## config.mk

```make
export PLATFORM = sky130hd
export DESIGN_NAME = mem_ram_ctrl
export DESIGN_NICKNAME = d
export VERILOG_FILES = /design/src/rtl/mem_ram_ctrl_pkg.sv /design/src/rtl/mem_ram_rtag.sv /design/src/rtl/mem_ram_ctrl.sv
export SDC_FILE = /design/constraint.sdc
export NUM_CORES = 1
export LEC_CHECK = 0
export ABC_AREA = 1
export BUFFER_PORTS_ARGS = -buffer_cell sky130_fd_sc_hd__buf_2
export CELL_PAD_IN_SITES_DETAIL_PLACEMENT = 1
export CELL_PAD_IN_SITES_GLOBAL_PLACEMENT = 1
export CORE_MARGIN = 3
export CORE_UTILIZATION = 30
export DETAILED_ROUTE_END_ITERATION = 10
export PLACE_DENSITY_LB_ADDON = 0.1
export SYNTH_ARGS = -nofsm -noshare
export SYNTH_HDL_FRONTEND = slang
export SYNTH_HIERARCHICAL = 1
export SYNTH_SLANG_ARGS = --single-unit
```

## constraint.sdc

```tcl
create_clock -name dclk -period 2.55 [get_ports dclk]
set_clock_uncertainty 0.05 [all_clocks]
set_input_delay 0.51 -clock dclk [delete_from_list [all_inputs] [get_ports dclk]]
set_output_delay 0.51 -clock dclk [all_outputs]
set_load 0.005 [all_outputs]
```

## src/rtl/mem_ram_ctrl_pkg.sv

```systemverilog
// Shared constants and types for the RAM port controller.
// State, owner tag and address width live here with the common word constants.
package mem_ram_ctrl_pkg;

    localparam logic        Enable   = 1'b1;
    localparam logic        Disable  = 1'b0;
    localparam logic [31:0] ZeroWord = 32'h0000_0000;

    localparam int unsigned AddrWDefault = 17;
    localparam int unsigned RdLat        = 2;

    typedef enum logic [1:0] {
        ST_IDLE   = 2'd0,
        ST_IF_RD  = 2'd1,
        ST_MEM_RD = 2'd2,
        ST_MEM_WR = 2'd3
    } state_e;

    typedef enum logic {
        OWN_IF  = 1'b0,
        OWN_MEM = 1'b1
    } owner_e;

    typedef struct packed {
        logic   valid;
        owner_e owner;
    } rtag_t;

endpackage

```

## src/rtl/mem_ram_rtag.sv

```systemverilog
// Read-return pipeline: carries {valid, owner} alongside the RAM latency
// and steers the returning byte into the owning port's read register.
module mem_ram_rtag
    import mem_ram_ctrl_pkg::*;
(
    input  logic       dclk,
    input  logic       rst,
    input  logic       push_i,
    input  owner_e     owner_i,
    input  logic [7:0] ram_din_i,
    output logic [7:0] mem_rdata_o,
    output logic [7:0] if_rdata_o
);

    rtag_t [RdLat-1:0] tag_q;
    rtag_t [RdLat-1:0] tag_d;
    rtag_t             new_tag;
    logic [7:0]        mem_rdata_q;
    logic [7:0]        mem_rdata_d;
    logic [7:0]        if_rdata_q;
    logic [7:0]        if_rdata_d;

    always_comb begin
        new_tag.valid = push_i;
        new_tag.owner = owner_i;
        tag_d         = {tag_q[RdLat-2:0], new_tag};
        mem_rdata_d   = mem_rdata_q;
        if_rdata_d    = if_rdata_q;
        // Oldest tag lines up with the byte the RAM presents now.
        if (tag_q[RdLat-1].valid == Enable) begin
            if (tag_q[RdLat-1].owner == OWN_MEM) begin
                mem_rdata_d = ram_din_i;
            end else begin
                if_rdata_d = ram_din_i;
            end
        end
    end

    always_ff @(posedge dclk or posedge rst) begin
        if (rst) begin
            tag_q       <= '0;
            mem_rdata_q <= ZeroWord[7:0];
            if_rdata_q  <= ZeroWord[7:0];
        end else begin
            tag_q       <= tag_d;
            mem_rdata_q <= mem_rdata_d;
            if_rdata_q  <= if_rdata_d;
        end
    end

    assign mem_rdata_o = mem_rdata_q;
    assign if_rdata_o  = if_rdata_q;

endmodule

```

## src/rtl/mem_ram_ctrl.sv

```systemverilog
// Arbitrates the IF and MEM byte ports onto one synchronous RAM.
// Grants are held for a whole burst; reads return through mem_ram_rtag.
module mem_ram_ctrl
    import mem_ram_ctrl_pkg::*;
#(
    parameter int unsigned ADDR_W = AddrWDefault
) (
    input  logic              dclk,
    input  logic              rst,
    input  logic              mem_re_i,
    input  logic [31:0]       mem_raddr_i,
    output logic [7:0]        mem_rdata_o,
    input  logic              mem_we_i,
    input  logic [31:0]       mem_waddr_i,
    input  logic [7:0]        mem_wdata_i,
    input  logic              if_re_i,
    input  logic [31:0]       if_raddr_i,
    output logic [7:0]        if_rdata_o,
    output logic              if_stall_o,
    output logic              mem_stall_o,
    output logic [ADDR_W-1:0] ram_a_o,
    output logic              ram_wr_o,
    output logic [7:0]        ram_dout_o,
    input  logic [7:0]        ram_din_i
);

    state_e            state_q;
    state_e            state_d;
    logic [ADDR_W-1:0] ram_a_q;
    logic [ADDR_W-1:0] ram_a_d;
    logic              ram_wr_q;
    logic              ram_wr_d;
    logic [7:0]        ram_dout_q;
    logic [7:0]        ram_dout_d;
    logic              push;
    owner_e            owner;
    logic              mem_req;
    logic              unused_addr;

    assign mem_req = mem_re_i | mem_we_i;

    assign unused_addr = ^{mem_raddr_i[31:ADDR_W],
                           mem_waddr_i[31:ADDR_W],
                           if_raddr_i[31:ADDR_W]};

    always_comb begin
        state_d    = state_q;
        ram_a_d    = ram_a_q;
        ram_wr_d   = Disable;
        ram_dout_d = ram_dout_q;
        push       = Disable;
        owner      = OWN_MEM;
        unique case (state_q)
            ST_IDLE: begin
                // Write beats read so a protocol-violating we+re pair still stores.
                if (mem_we_i) begin
                    state_d = ST_MEM_WR;
                end else if (mem_re_i) begin
                    state_d = ST_MEM_RD;
                end else if (if_re_i) begin
                    state_d = ST_IF_RD;
                end
            end
            ST_IF_RD: begin
                if (if_re_i) begin
                    ram_a_d = if_raddr_i[ADDR_W-1:0];
                    push    = Enable;
                    owner   = OWN_IF;
                end else begin
                    state_d = ST_IDLE;
                end
            end
            ST_MEM_RD: begin
                if (mem_re_i) begin
                    ram_a_d = mem_raddr_i[ADDR_W-1:0];
                    push    = Enable;
                    owner   = OWN_MEM;
                end else begin
                    state_d = ST_IDLE;
                end
            end
            ST_MEM_WR: begin
                if (mem_we_i) begin
                    ram_a_d    = mem_waddr_i[ADDR_W-1:0];
                    ram_wr_d   = Enable;
                    ram_dout_d = mem_wdata_i;
                end else begin
                    state_d = ST_IDLE;
                end
            end
            default: state_d = ST_IDLE;
        endcase
    end

    always_ff @(posedge dclk or posedge rst) begin
        if (rst) begin
            state_q    <= ST_IDLE;
            ram_a_q    <= '0;
            ram_wr_q   <= Disable;
            ram_dout_q <= ZeroWord[7:0];
        end else begin
            state_q    <= state_d;
            ram_a_q    <= ram_a_d;
            ram_wr_q   <= ram_wr_d;
            ram_dout_q <= ram_dout_d;
        end
    end

    assign if_stall_o = if_re_i &
                        ((state_q != ST_IF_RD) |
                         ((state_q == ST_IDLE) & mem_req));

    assign mem_stall_o = mem_req & (state_q == ST_IF_RD);

    assign ram_a_o    = ram_a_q;
    assign ram_wr_o   = ram_wr_q;
    assign ram_dout_o = ram_dout_q;

    mem_ram_rtag u_rtag (
        .dclk        (dclk),
        .rst         (rst),
        .push_i      (push),
        .owner_i     (owner),
        .ram_din_i   (ram_din_i),
        .mem_rdata_o (mem_rdata_o),
        .if_rdata_o  (if_rdata_o)
    );

endmodule

```

Word level (Yosys, flattened, before mapping)
Cells that the tools add are included.

storage, ports and cells
  input port bits = 117
  flip-flop bits (word level) = 48
  word-level logic and storage cells = 52
  output and inout bits = 44

operators by class
  multiplexer cells = 18
  bitwise operators = 6
  equal/unequal tests = 11
  reductions and logical operators = 7

operators with widths
  cell                                                  count
  2-to-1 mux 17 bit                                     3
  case mux 17 bit (3 select lines)                      1
  2-to-1 mux 2 bit                                      6
  != test 2 bit (second input constant)                 6
  case mux 2 bit (4 select lines)                       1
  AND reduction 4 bit                                   2
  2-to-1 mux 1 bit                                      6
  AND reduction 2 bit                                   3
  equality test 2 bit (second input constant)           2
  != test 4 bit (second input constant)                 1
  AND 1 bit                                             3
  nonzero test 3 bit                                    1
  equality test 2 x 1 -> 1 bit (second input constant)  1
  zero test 2 bit                                       1
  != test 2 x 1 -> 1 bit (second input constant)        1
  OR 1 bit                                              2
  case mux 1 bit (2 select lines)                       1
  NOT 1 bit                                             1

Depth between registers and ports, before layout
Gate-level depths: netlist of run 1.

  word-level depth = 4
  mapped depth = 9
  depth with buffers taken out = 8

Cells and area by module
The synthesis of run 1 kept the hierarchy.

by module, submodules not included
  module        times used  cells each  area an instance (µm²)  seq. area each (µm²)
  mem_ram_ctrl  1           219         1,606.5                 700.7
  mem_ram_rtag  1           75          780.7                   500.5

Least setup slack after synthesis of run 1
Ideal clock, no wire load.

  path kind = flip-flop to flip-flop
  start = register state_q[0]
  end = register ram_a_q[0] (netlist: ram_a_o[0])
  period minus slack after synthesis = 1,415 ps
  data required time = 2,380 ps
  buffers on the path = 1
  data arrival time = 1,245 ps
  library setup time = 120 ps
  stages on the path, launching flop included = 8
  slack = 1,135 ps
  cell sequence = dfrtp_1 > inv_1 > ha_1 > inv_1 > nand2_2 > clkbuf_2 > o21ai_1 > nand2_1

on the way
  word-level cells in the longest chain between the ends = 3
  elaborated cells on any way between the ends = 9
  classes of those cells = 6 x eq/ne; 1 x mux; 2 x reduce/logical

RTL lines
  element                                                                      RTL line             text
  start: declaration                                                           mem_ram_ctrl.sv:27   state_e state_q;
  start signal: assignment                                                     mem_ram_ctrl.sv:102  state_q <= state_d;
  equality test 2 x 1 -> 1 bit / equality test 2 bit (equally long branches)   mem_ram_ctrl.sv:53   unique case (state_q)
  != test 2 bit (no source line) / nonzero test 3 bit (equally long branches)  n/a
  AND reduction 4 bit (no source line)                                         n/a
  end signal: assignment                                                       mem_ram_ctrl.sv:103  ram_a_q <= ram_a_d;
  end: declaration                                                             mem_ram_ctrl.sv:29   logic [ADDR_W-1:0] ram_a_q;

Several ways; a longest one is shown, not always the timed one.
A chain may end at the register's enable or synchronous reset.

Worst setup path after layout of run 1
  start = register state_q[1]
  end = output mem_stall_o

on the way
  word-level cells in the longest chain between the ends = 2

RTL lines
  element                       RTL line             text
  equality test 2 x 1 -> 1 bit  mem_ram_ctrl.sv:113  assign mem_stall_o = mem_req & (state_q == ST_IF_RD);
  AND 1 bit                     mem_ram_ctrl.sv:113
  end: declaration              mem_ram_ctrl.sv:20   output logic mem_stall_o,

Every way passes these cells.

==> results of run 1 <==
[layout make-up]
| cell class | instances | area share (%) |
|---|---|---|
| clock buffer | 7 | 2.79 |
| multi-input combinational | 224 | 33.1 |
| sequential | 48 | 38.8 |
| timing repair buffer | 118 | 19.3 |
| tap | 99 | 4.00 |
| inverter | 11 | 1.66 |
| clock inverter | 1 | 0.243 |
[worst max path at each step]
stage                        to        from  slack [ns]  cells after the start
finish              mem_stall_o  state_q[1]        0.71                      5
global placement    ram_a_o[16]  state_q[0]        0.74                      8
global route         ram_a_o[2]  state_q[0]        0.54                      8
floorplan            ram_a_o[0]  state_q[0]        1.13                      7
detailed placement   ram_a_o[6]  state_q[0]        0.69                      8
CTS                  ram_a_o[6]  state_q[0]        0.66                      8
[power by group through the flow]
stage	clock network [mW]	logic, mW	registers, mW
5_1_grt	0.526	1.85	1.39
2_1_floorplan	0	1.11	1.33
6_report	0.478	1.59	1.34
3_5_place_dp	0	1.66	1.35
3_3_place_gp	0	1.62	1.34
4_1_cts	0.497	1.66	1.35
[cells by family after synthesis]
group	count (synthesis)	synth area share, %
and+or+nand+nor	200	36.2
DFF	48	50.3
buffers and inverters	22	6.76
AOI/OAI and AO/OA	19	4.09
adders and majority gates	5	2.62
[registers in the layout, summed over array words and instances (netlist names)]
name and cells:
ram_wr_o 1, u_rtag/tag_q 2, u_rtag/mem_rdata_o 8, ram_dout_o 8, state_q 2, ram_a_o 17
u_rtag/if_rdata_o 8, u_rtag/tag_d 2
[worst min-delay path: cells and delay by family]
kind                   cells  cell delay (ns)
buffers and inverters      3             0.47
[layer usage]
| layer | vias to the layer above | routed length, um | global-route usage, % | share of wire, % |
|---|---|---|---|---|
| li1 | 1151 | - | - | - |
| met1 | 1035 | 2850 | 17.5 | 42 |
| met2 | 76 | 3320 | 25.9 | 49 |
| met3 | 7 | 570 | 4.89 | 8.3 |
| met4 | 0 | 89 | 4.69 | 1.3 |
| met5 | - | 0 | 0 | 0 |
[layout by cell type, fill, tap and decap left out, types with 2 or more instances in the layout]
cell type / instances
nand2_1: 152
buf_2: 115
dfrtp_1: 48
nand3_1: 34
o21ai_1: 10
inv_1: 7
o21ai_0: 7
clkbuf_8: 6
ha_1: 5
nor2_1: 4
nand2_2: 3
nand2_4: 3
buf_4: 3
inv_2: 2
nor2_8: 2
==> flow_metrics.py, run 1 <==
metrics = {
    "clock_tree": {
        "clk_latency_ns": 0.30,
        "cts_repair_resize_count": 0,
        "cts_tree": "done",
        "numCtsBuffers": 5,
        "hold_buffers": 0,
        "clk_path_buf_depth": 2,
        "numClockSinks": 48,
        "post_cts_buffers": 0,
        "path_clk_slew_ns": 0.09,
        "htreeDepth": 2,
        "cts_root_buf": "clkbuf_8",
    },
    "timing": {
        "maxSlewViolCount": 0,
        "grt_setup_unrepaired": "no",
        "setup_viol": 0,
        "hold_viol": 0,
        "fin_hold_ws_ns": 0.222,
        "layout_setup_ws_ns": 0.709,
        "setup_tns_ns": 0,
        "fmax_ghz": 0.543,
        "finalCritPeriodShare_pct": 72.2,
        "tightestPinTransition_ns": 0.762,
        "min_period_ns": 1.84,
        "slew_headroom_pct": 49.1,
    },
    "global_routing": {
        "grt_pass1_wl_mm": 10.5,
        "grt_usage_pct": 15.0,
        "gr-total-overflow": 0,
        "grt_max_degree": 29,
        "antenna_found_initial": 0,
        "grt_pass1_vias": 2246,
    },
    "die": {
        "start_util_pct": 31.9,
        "die_y_um": 95.2,
        "core_sq_mm": 0.00749,
        "num_io_pins": 161,
        "die_w_um": 95.2,
        "rows": 31,
        "dieArea_sq_mm": 0.00906,
    },
    "pwr": {
        "power_leakage_nw": 1.77,
        "p_per_area_mw_per_mm2": 1100,
        "pwr-share-comb_pct": 46.7,
        "switchingPower_mw": 1.42,
        "p_int_mw": 1.98,
        "finalPower_mw": 3.41,
        "sw_frac_of_total_pct": 41.8,
        "peakVddDrop_mv": 0.252,
        "sequentialPowerShare_pct": 39.3,
        "p_clk_share_pct": 14.0,
    },
    "worst_setup_path": {
        "cp.buffers_inverters": 3,
        "cp_max_fo": 4,
        "end_kind": "output port",
        "r2r_slack_ns": 0.72,
        "crit_type": "flop to output port",
        "crit_required_ns": 1.99,
        "worstPathArrival_ns": 1.28,
        "cp_common_cell": "inv_1",
        "worstPathCellList": "inv_1 > ha_1 > inv_1 > nor2_1 > buf_2",
        "r2r_start": "state_q[0]",
        "worstReg2RegEnd": "ram_a_o[6]",
        "crit_slowest_cell": "dfrtp_1",
        "r2r_cells": 8,
        "slowest_delay_ns": 0.43,
        "cp-start-kind": "flop",
        "cpLargestDelayFamily": "flip-flops",
    },
    "cells_and_area": {
        "final_cell_area_sq_mm": 0.00309,
        "drive_gt1_share_pct": 34.0,
        "utilization_pct": 41.3,
        "area_growth_pct": 29.6,
        "multiInputGateArea_sq_mm": 0.00102,
        "fin_nets": 530,
        "instances_no_fill": 508,
        "insertedDiodeCount": 0,
        "nFillCells": 980,
        "regArea_sq_mm": 0.00120,
    },
    "synthesis": {
        "syn-num-nets": 416,
        "yosysTopAreaCellShare_pct": 50.3,
        "synth_area_leaders": "dfrtp_1 50%, nand2_1 24%, nand3_1 7.1%",
        "ys_ff_latch": 48,
        "synth_top_flop_cell": "dfrtp_1",
        "yosysUniqueCellTypes": 24,
        "yosysTopAreaCell": "dfrtp_1",
        "postSynth.asyncResetShare_pct": 100,
        "yosysMostFrequentCell": "nand2_1",
        "synth_warnings": 6,
        "synth_edf_count": 0,
        "syn_inst": 294,
        "ys_seq_area_share_pct": 50.3,
        "synthesis.area_sq_mm": 0.00239,
        "synth.avg_cell_area_sq_um": 8.12,
        "synth_common_cells": "152 x nand2_1, 48 x dfrtp_1, 34 x nand3_1, 10 x o21ai_1",
    },
    "drt": {
        "post_drt_wl_per_cell_um": 13.4,
        "vias": 2269,
        "finalWirelength_mm": 6.83,
        "dr.first_iter.drc_count": 40,
        "postRouteAntennaNets": 0,
        "first_pass_iters": 4,
        "drc": 0,
        "routed_via_density": 4.47,
    },
    "place": {
        "gp_congestion": 0.794,
        "dpl_cell_area_sq_mm": 0.00300,
        "dp.cells": 500,
        "portBuffers": 115,
        "hpwl_mm": 5.30,
        "place_ws_ns": 0.691,
    },
    "min_path": {
        "hold_path_class": "primary input to async pin",
    },
    "job": {
        "cap_violations": 0,
    },
    "status": {
        "status": "complete, no violations",
    },
}
No activity file was read; power rests on OpenSTA's default activity.
==> run 2, diff against run 1 <==
CORE_UTILIZATION = 28   (was 30)
clock period = 1.7 ns   (was 2.55 ns; I/O delays follow)
==> run 2 against run 1 <==
  * Sequential power rose by 47%
  * Power increased by 58%
  * Register-to-register slack got worse by 0.59 ns
  * Wire length rose by 2.3%
  * Core utilization fell by 2.5 points
  * First-iteration DRC count increased by 13%
  * Cell area increased by 3.8%
  * Setup slack got worse by 0.67 ns
  * Sequential cell count did not move
  * Via count grew 1.8%
  * Sequential share of layout area shrank 1.4 points
  * Critical path type unchanged
  * Critical endpoint unchanged
  * Largest cell class unchanged
  * Highest routed layer unchanged
==> flow_metrics.py, run 2 (synthesis gave the netlist of run 1 again) <==
metrics = {
    "cells_and_area": {
        "area_growth_pct": 34.4,
        "multiInputGateArea_sq_mm": 0.00108,
        "mostFrequentLayoutCells": "151 x nand2_1, 115 x buf_2, 47 x dfrtp_1",
        "insertedDiodeCount": 0,
        "final_common_cell": "nand2_1",
        "regArea_sq_mm": 0.00120,
        "drive_gt1_share_pct": 36.8,
        "fin_nets": 539,
        "nFillCells": 1060,
        "largest_reg_flops": 17,
    },
    "min_path": {
        "hold_path_class": "primary input to async pin",
    },
    "drt": {
        "postRouteAntennaNets": 0,
        "highest_layer": "met4",
        "first_pass_iters": 4,
        "dr.first_iter.drc_count": 45,
        "wl_met1_mm": 2.95,
        "dr_wl_met3_um": 574,
        "post_drt_wl_per_cell_um": 13.4,
        "finalWirelength_mm": 6.98,
        "drc": 0,
        "dr_wl_met2_mm": 3.38,
        "vias": 2309,
        "routed_via_density": 4.41,
    },
    "place": {
        "place_ws_ns": 0.0430,
        "gp_congestion": 0.779,
        "portBuffers": 115,
        "hpwl_mm": 5.36,
    },
    "pwr": {
        "p_int_mw": 3.10,
        "finalPower_mw": 5.37,
        "p_clk_share_pct": 13.5,
        "p_per_area_mw_per_mm2": 1670,
        "peakVddDrop_mv": 0.495,
        "switchingPower_mw": 2.27,
        "power_leakage_nw": 1.81,
        "sequentialPowerShare_pct": 36.6,
        "pwr-share-comb_pct": 49.9,
        "sw_frac_of_total_pct": 42.2,
    },
    "clock_tree": {
        "cts_root_buf": "clkbuf_8",
        "clk_latency_ns": 0.30,
        "htreeDepth": 2,
        "clk_path_buf_depth": 2,
        "cts_tree": "done",
        "numClockSinks": 48,
        "hold_buffers": 0,
        "path_clk_slew_ns": 0.09,
        "numCtsBuffers": 5,
    },
    "die": {
        "core_sq_mm": 0.00826,
        "start_util_pct": 28.9,
        "rows": 33,
        "die_w_um": 98.3,
        "dieArea_sq_mm": 0.00967,
        "die_y_um": 98.3,
        "num_io_pins": 161,
    },
    "worst_setup_path": {
        "r2r_cells": 6,
        "cp_max_fo": 4,
        "cp-endpoint": "mem_stall_o",
        "cp-startpoint": "state_q[1]",
        "cp-start-kind": "flop",
        "crit_required_ns": 1.31,
        "crit_type": "flop to output port",
        "end_kind": "output port",
        "r2r_start": "state_q[0]",
        "worstReg2RegEnd": "ram_a_o[13]",
        "worstPathArrival_ns": 1.27,
        "r2r_slack_ns": 0.13,
    },
    "global_routing": {
        "grt_usage_pct": 14.2,
        "grt_pass1_wl_mm": 11.1,
        "antenna_found_initial": 0,
        "grt_pass1_vias": 2359,
        "grt_max_degree": 29,
        "gr-total-overflow": 0,
    },
    "timing": {
        "tightestPinTransition_ns": 0.443,
        "slew_headroom_pct": 70.5,
        "fmax_ghz": 0.604,
        "grt_setup_unrepaired": "yes",
        "hold_viol": 0,
        "finalCritPeriodShare_pct": 97.4,
        "setup_viol": 0,
        "min_period_ns": 1.66,
        "setup_tns_ns": 0,
        "maxSlewViolCount": 0,
        "layout_setup_ws_ns": 0.0438,
    },
    "status": {
        "status": "complete, no violations",
    },
    "job": {
        "cap_violations": 0,
    },
}
-- run 2: cell types whose count changed in the layout (fill, tap and decap cells not counted), moves of 2 or more --
cell,delta
nor2_4,+3
ha_2,+2
buf_4,+5
ha_1,-2
-- run 2: per-stage QoR --
step           hold WS, ns  std cells  area (sq um)  util [%]
6_report           0.00984        523          3210      38.9
5_1_grt             0.0349        523          3210      38.9
4_1_cts             0.0125        519          3140      38.0
3_5_place_dp         0.286        511          3040      36.9
3_3_place_gp         0.285        511          3040      36.9
2_1_floorplan        0.254        294          2390         -
-- run 2: worst min-delay path by stage --
| stage | startpoint | slack, ns | end | cells past startpoint |
|---|---|---|---|---|
| 5_1_grt | rst | 0.03 | u_rtag/if_rdata_o[2] | 3 |
| 4_1_cts | rst | 0.01 | u_rtag/if_rdata_o[2] | 3 |
| 6_report | rst | 0.01 | u_rtag/if_rdata_o[0] | 3 |
| 2_1_floorplan | rst | 0.25 | u_rtag/if_rdata_o[0] | 1 |
| 3_3_place_gp | u_rtag/tag_d[3] | 0.28 | u_rtag/tag_q[3] | 0 |
| 3_5_place_dp | u_rtag/tag_d[3] | 0.29 | u_rtag/tag_q[3] | 0 |
-- run 2: layout make-up --
cell class              count  area share [%]
well taps                 105            4.09
clock inverters             2           0.468
flip-flops and latches     48            37.5
multi-input cells         227            33.6
clock buffers               6            2.57
repair buffers            124            20.2
inverters                  11            1.60
-- run 2: critical path, stage by stage (launching register included) --
cell	delay [ns]
dfrtp_1	0.43
inv_2	0.09
ha_2	0.18
inv_1	0.04
nor2_1	0.10
buf_2	0.12
-- run 2: metal layers --
metal  GRT usage (%)  vias to the layer above
met5               0                        -
met4            3.47                        0
met3            4.71                        5
met2            24.5                       79
met1            17.0                     1056
li1                -                     1169
-- run 2: timing repair --
item | 4_1_cts | 5_1_grt
hold endpoints to repair | 0 | 0
setup buffers | 0 | 1
gates resized for setup | 0 | 8
endpoints found under the setup margin | 0 | 18
-- run 2: power groups by stage --
stage	clock, mW	combinational, mW	sequential [mW]
2_1_floorplan	0	1.66	2.00
3_3_place_gp	0	2.53	1.97
3_5_place_dp	0	2.57	1.99
4_1_cts	0.759	2.58	1.97
5_1_grt	0.805	3.10	2.05
6_report	0.724	2.68	1.97
==> run 3, diff against run 2 <==
CORE_UTILIZATION = 25   (was 28)
clock period = 1.5 ns   (was 1.7 ns; I/O delays follow)
==> run 3 against run 2 <==
  * The run now ends with setup timing left
  * Power increased by 35%
  * Largest cell class unchanged
  * First-iteration DRC count increased by 27%
  * Core utilization increased by 0.16 points
  * Clock-buffer cell count decreased by 1
  * Critical path depth decreased by 1
  * Sequential power increased by 15%
  * Non-clock buffer count increased by 17
  * Clock power increased by 51%
  * Sequential share of layout area decreased by 4.1 points
  * Sequential cell count unchanged
==> flow_metrics.py, run 3 (synthesis gave the netlist of run 1 again) <==
metrics = {
    "cells_and_area": {
        "instances_no_fill": 562,
        "insertedDiodeCount": 0,
        "drive_gt1_share_pct": 43.0,
        "fin_nets": 555,
        "mostFrequentLayoutCells": "148 x nand2_1, 115 x buf_2, 47 x dfrtp_1",
        "nFillCells": 1163,
        "largest_reg_flops": 17,
        "final_common_cell": "nand2_1",
        "area_growth_pct": 51.0,
    },
    "pwr": {
        "p_per_area_mw_per_mm2": 2010,
        "finalPower_mw": 7.26,
        "pwr-share-comb_pct": 53.7,
        "sw_frac_of_total_pct": 39.2,
        "p_clk_share_pct": 15.1,
        "sequentialPowerShare_pct": 31.3,
        "peakVddDrop_mv": 0.622,
        "switchingPower_mw": 2.85,
        "power_leakage_nw": 1.98,
        "p_int_mw": 4.41,
    },
    "drt": {
        "post_drt_wl_per_cell_um": 13.2,
        "dr.first_iter.drc_count": 57,
        "finalWirelength_mm": 7.44,
        "drc": 0,
        "postRouteAntennaNets": 0,
        "vias": 2387,
        "first_pass_iters": 3,
        "routed_via_density": 4.25,
    },
    "timing": {
        "setup_viol": 9,
        "slew_headroom_pct": 70.3,
        "grt_setup_unrepaired": "yes",
        "tightestPinTransition_ns": 0.446,
        "layout_setup_ws_ns": -0.0626,
        "hold_viol": 0,
        "maxSlewViolCount": 0,
        "fmax_ghz": 0.640,
        "finalCritPeriodShare_pct": 104,
        "setup_tns_ns": -0.105,
        "min_period_ns": 1.56,
    },
    "worst_setup_path": {
        "r2r_cells": 8,
        "r2r_start": "state_q[0]",
        "cp-start-kind": "flop",
        "r2r_slack_ns": -0.01,
        "end_kind": "output port",
        "crit_type": "flop to output port",
        "worstPathArrival_ns": 1.21,
        "worstReg2RegEnd": "ram_a_o[16]",
        "cp_max_fo": 5,
        "crit_required_ns": 1.15,
    },
    "clock_tree": {
        "clk_path_buf_depth": 2,
        "cts_root_buf": "clkbuf_8",
        "clk_latency_ns": 0.30,
        "numClockSinks": 48,
        "path_clk_slew_ns": 0.09,
        "cts_tree": "done",
        "htreeDepth": 2,
        "numCtsBuffers": 5,
    },
    "global_routing": {
        "grt_pass1_wl_mm": 12.0,
        "grt_pass1_vias": 2521,
        "grt_usage_pct": 13.7,
        "grt_max_degree": 29,
        "gr-total-overflow": 0,
        "antenna_found_initial": 0,
    },
    "place": {
        "gp_congestion": 0.773,
        "hpwl_mm": 5.46,
        "dp.cells": 543,
        "portBuffers": 115,
    },
    "status": {
        "violations": "setup timing",
        "status": "finished with violations",
    },
    "die": {
        "core_sq_mm": 0.00924,
        "dieArea_sq_mm": 0.0108,
        "die_w_um": 104,
        "num_io_pins": 161,
        "start_util_pct": 25.8,
        "rows": 35,
        "die_y_um": 104,
    },
    "job": {
        "cap_violations": 0,
    },
    "min_path": {
        "worst_hold_path.endpoint": "ram_dout_o[4]",
        "hold_path_class": "primary input to flop",
        "whs_path_depth": 3,
        "hold_start": "mem_wdata_i[4]",
    },
}
## run 3: worst max-delay path, cell delays in order (launching register included)
cell     delay [ns]
dfrtp_2        0.47
buf_6          0.14
ha_4           0.13
nor2_1         0.07
buf_2          0.11
## run 3: power groups by stage
stage	logic, mW	clock network (mW)	registers, mW
finish	3.90	1.09	2.27
global route	4.38	1.20	2.37
CTS	3.61	1.14	2.26
detailed placement	3.03	0	2.27
global placement	2.99	0	2.26
floorplan	1.89	0	2.26
## run 3: area by class of cell
| cell class | count | area [sq um] | area share [%] |
|---|---|---|---|
| timing repair buffer | 141 | 872 | 24.2 |
| clock buffer | 5 | 68.8 | 1.91 |
| clock inverter | 2 | 60.1 | 1.67 |
| multi-input combinational | 226 | 1190 | 32.9 |
| tap | 129 | 161 | 4.48 |
| inverter | 11 | 53.8 | 1.49 |
| sequential | 48 | 1200 | 33.3 |
## run 3: how the worst max path moves through the flow
stage,from,endpoint,slack (ns),cells past startpoint
finish,state_q[0],if_stall_o,-0.06,4
global route,state_q[0],if_stall_o,-0.14,4
CTS,state_q[0],if_stall_o,-0.07,4
detailed placement,state_q[0],ram_a_o[11],-0.08,7
global placement,state_q[0],ram_a_o[11],-0.09,7
floorplan,state_q[0],ram_a_o[0],0.08,7
## run 3: repair_timing
item	4_1_cts	5_1_grt
gates cloned	2	2
buffers inserted	5	3
pin swaps	8	8
setup endpoints to repair	20	21
gates resized for setup	19	28
hold endpoints to repair	20	0
hold buffers	1	0
## run 3: layer usage
layer	part of all wire [%]	up-vias	GRT usage (%)
met1	41	1107	15.1
met4	0.70	0	3.42
met3	5.3	4	3.49
met5	0	-	0
li1	-	1207	-
met2	53	69	26.2
## run 3: metrics by stage
stage / instance area (sq um) / util (%) / hold WS, ns / setup WS, ns
after floorplan: 2390 / - / 0.214 / 0.0846
after global placement: 3130 / 33.9 / 0.284 / -0.0863
after detailed placement: 3130 / 33.9 / 0.290 / -0.0750
after CTS: 3450 / 37.3 / 0.129 / -0.0656
after global routing: 3610 / 39.0 / 0.123 / -0.136
final: 3610 / 39.0 / 0.145 / -0.0626
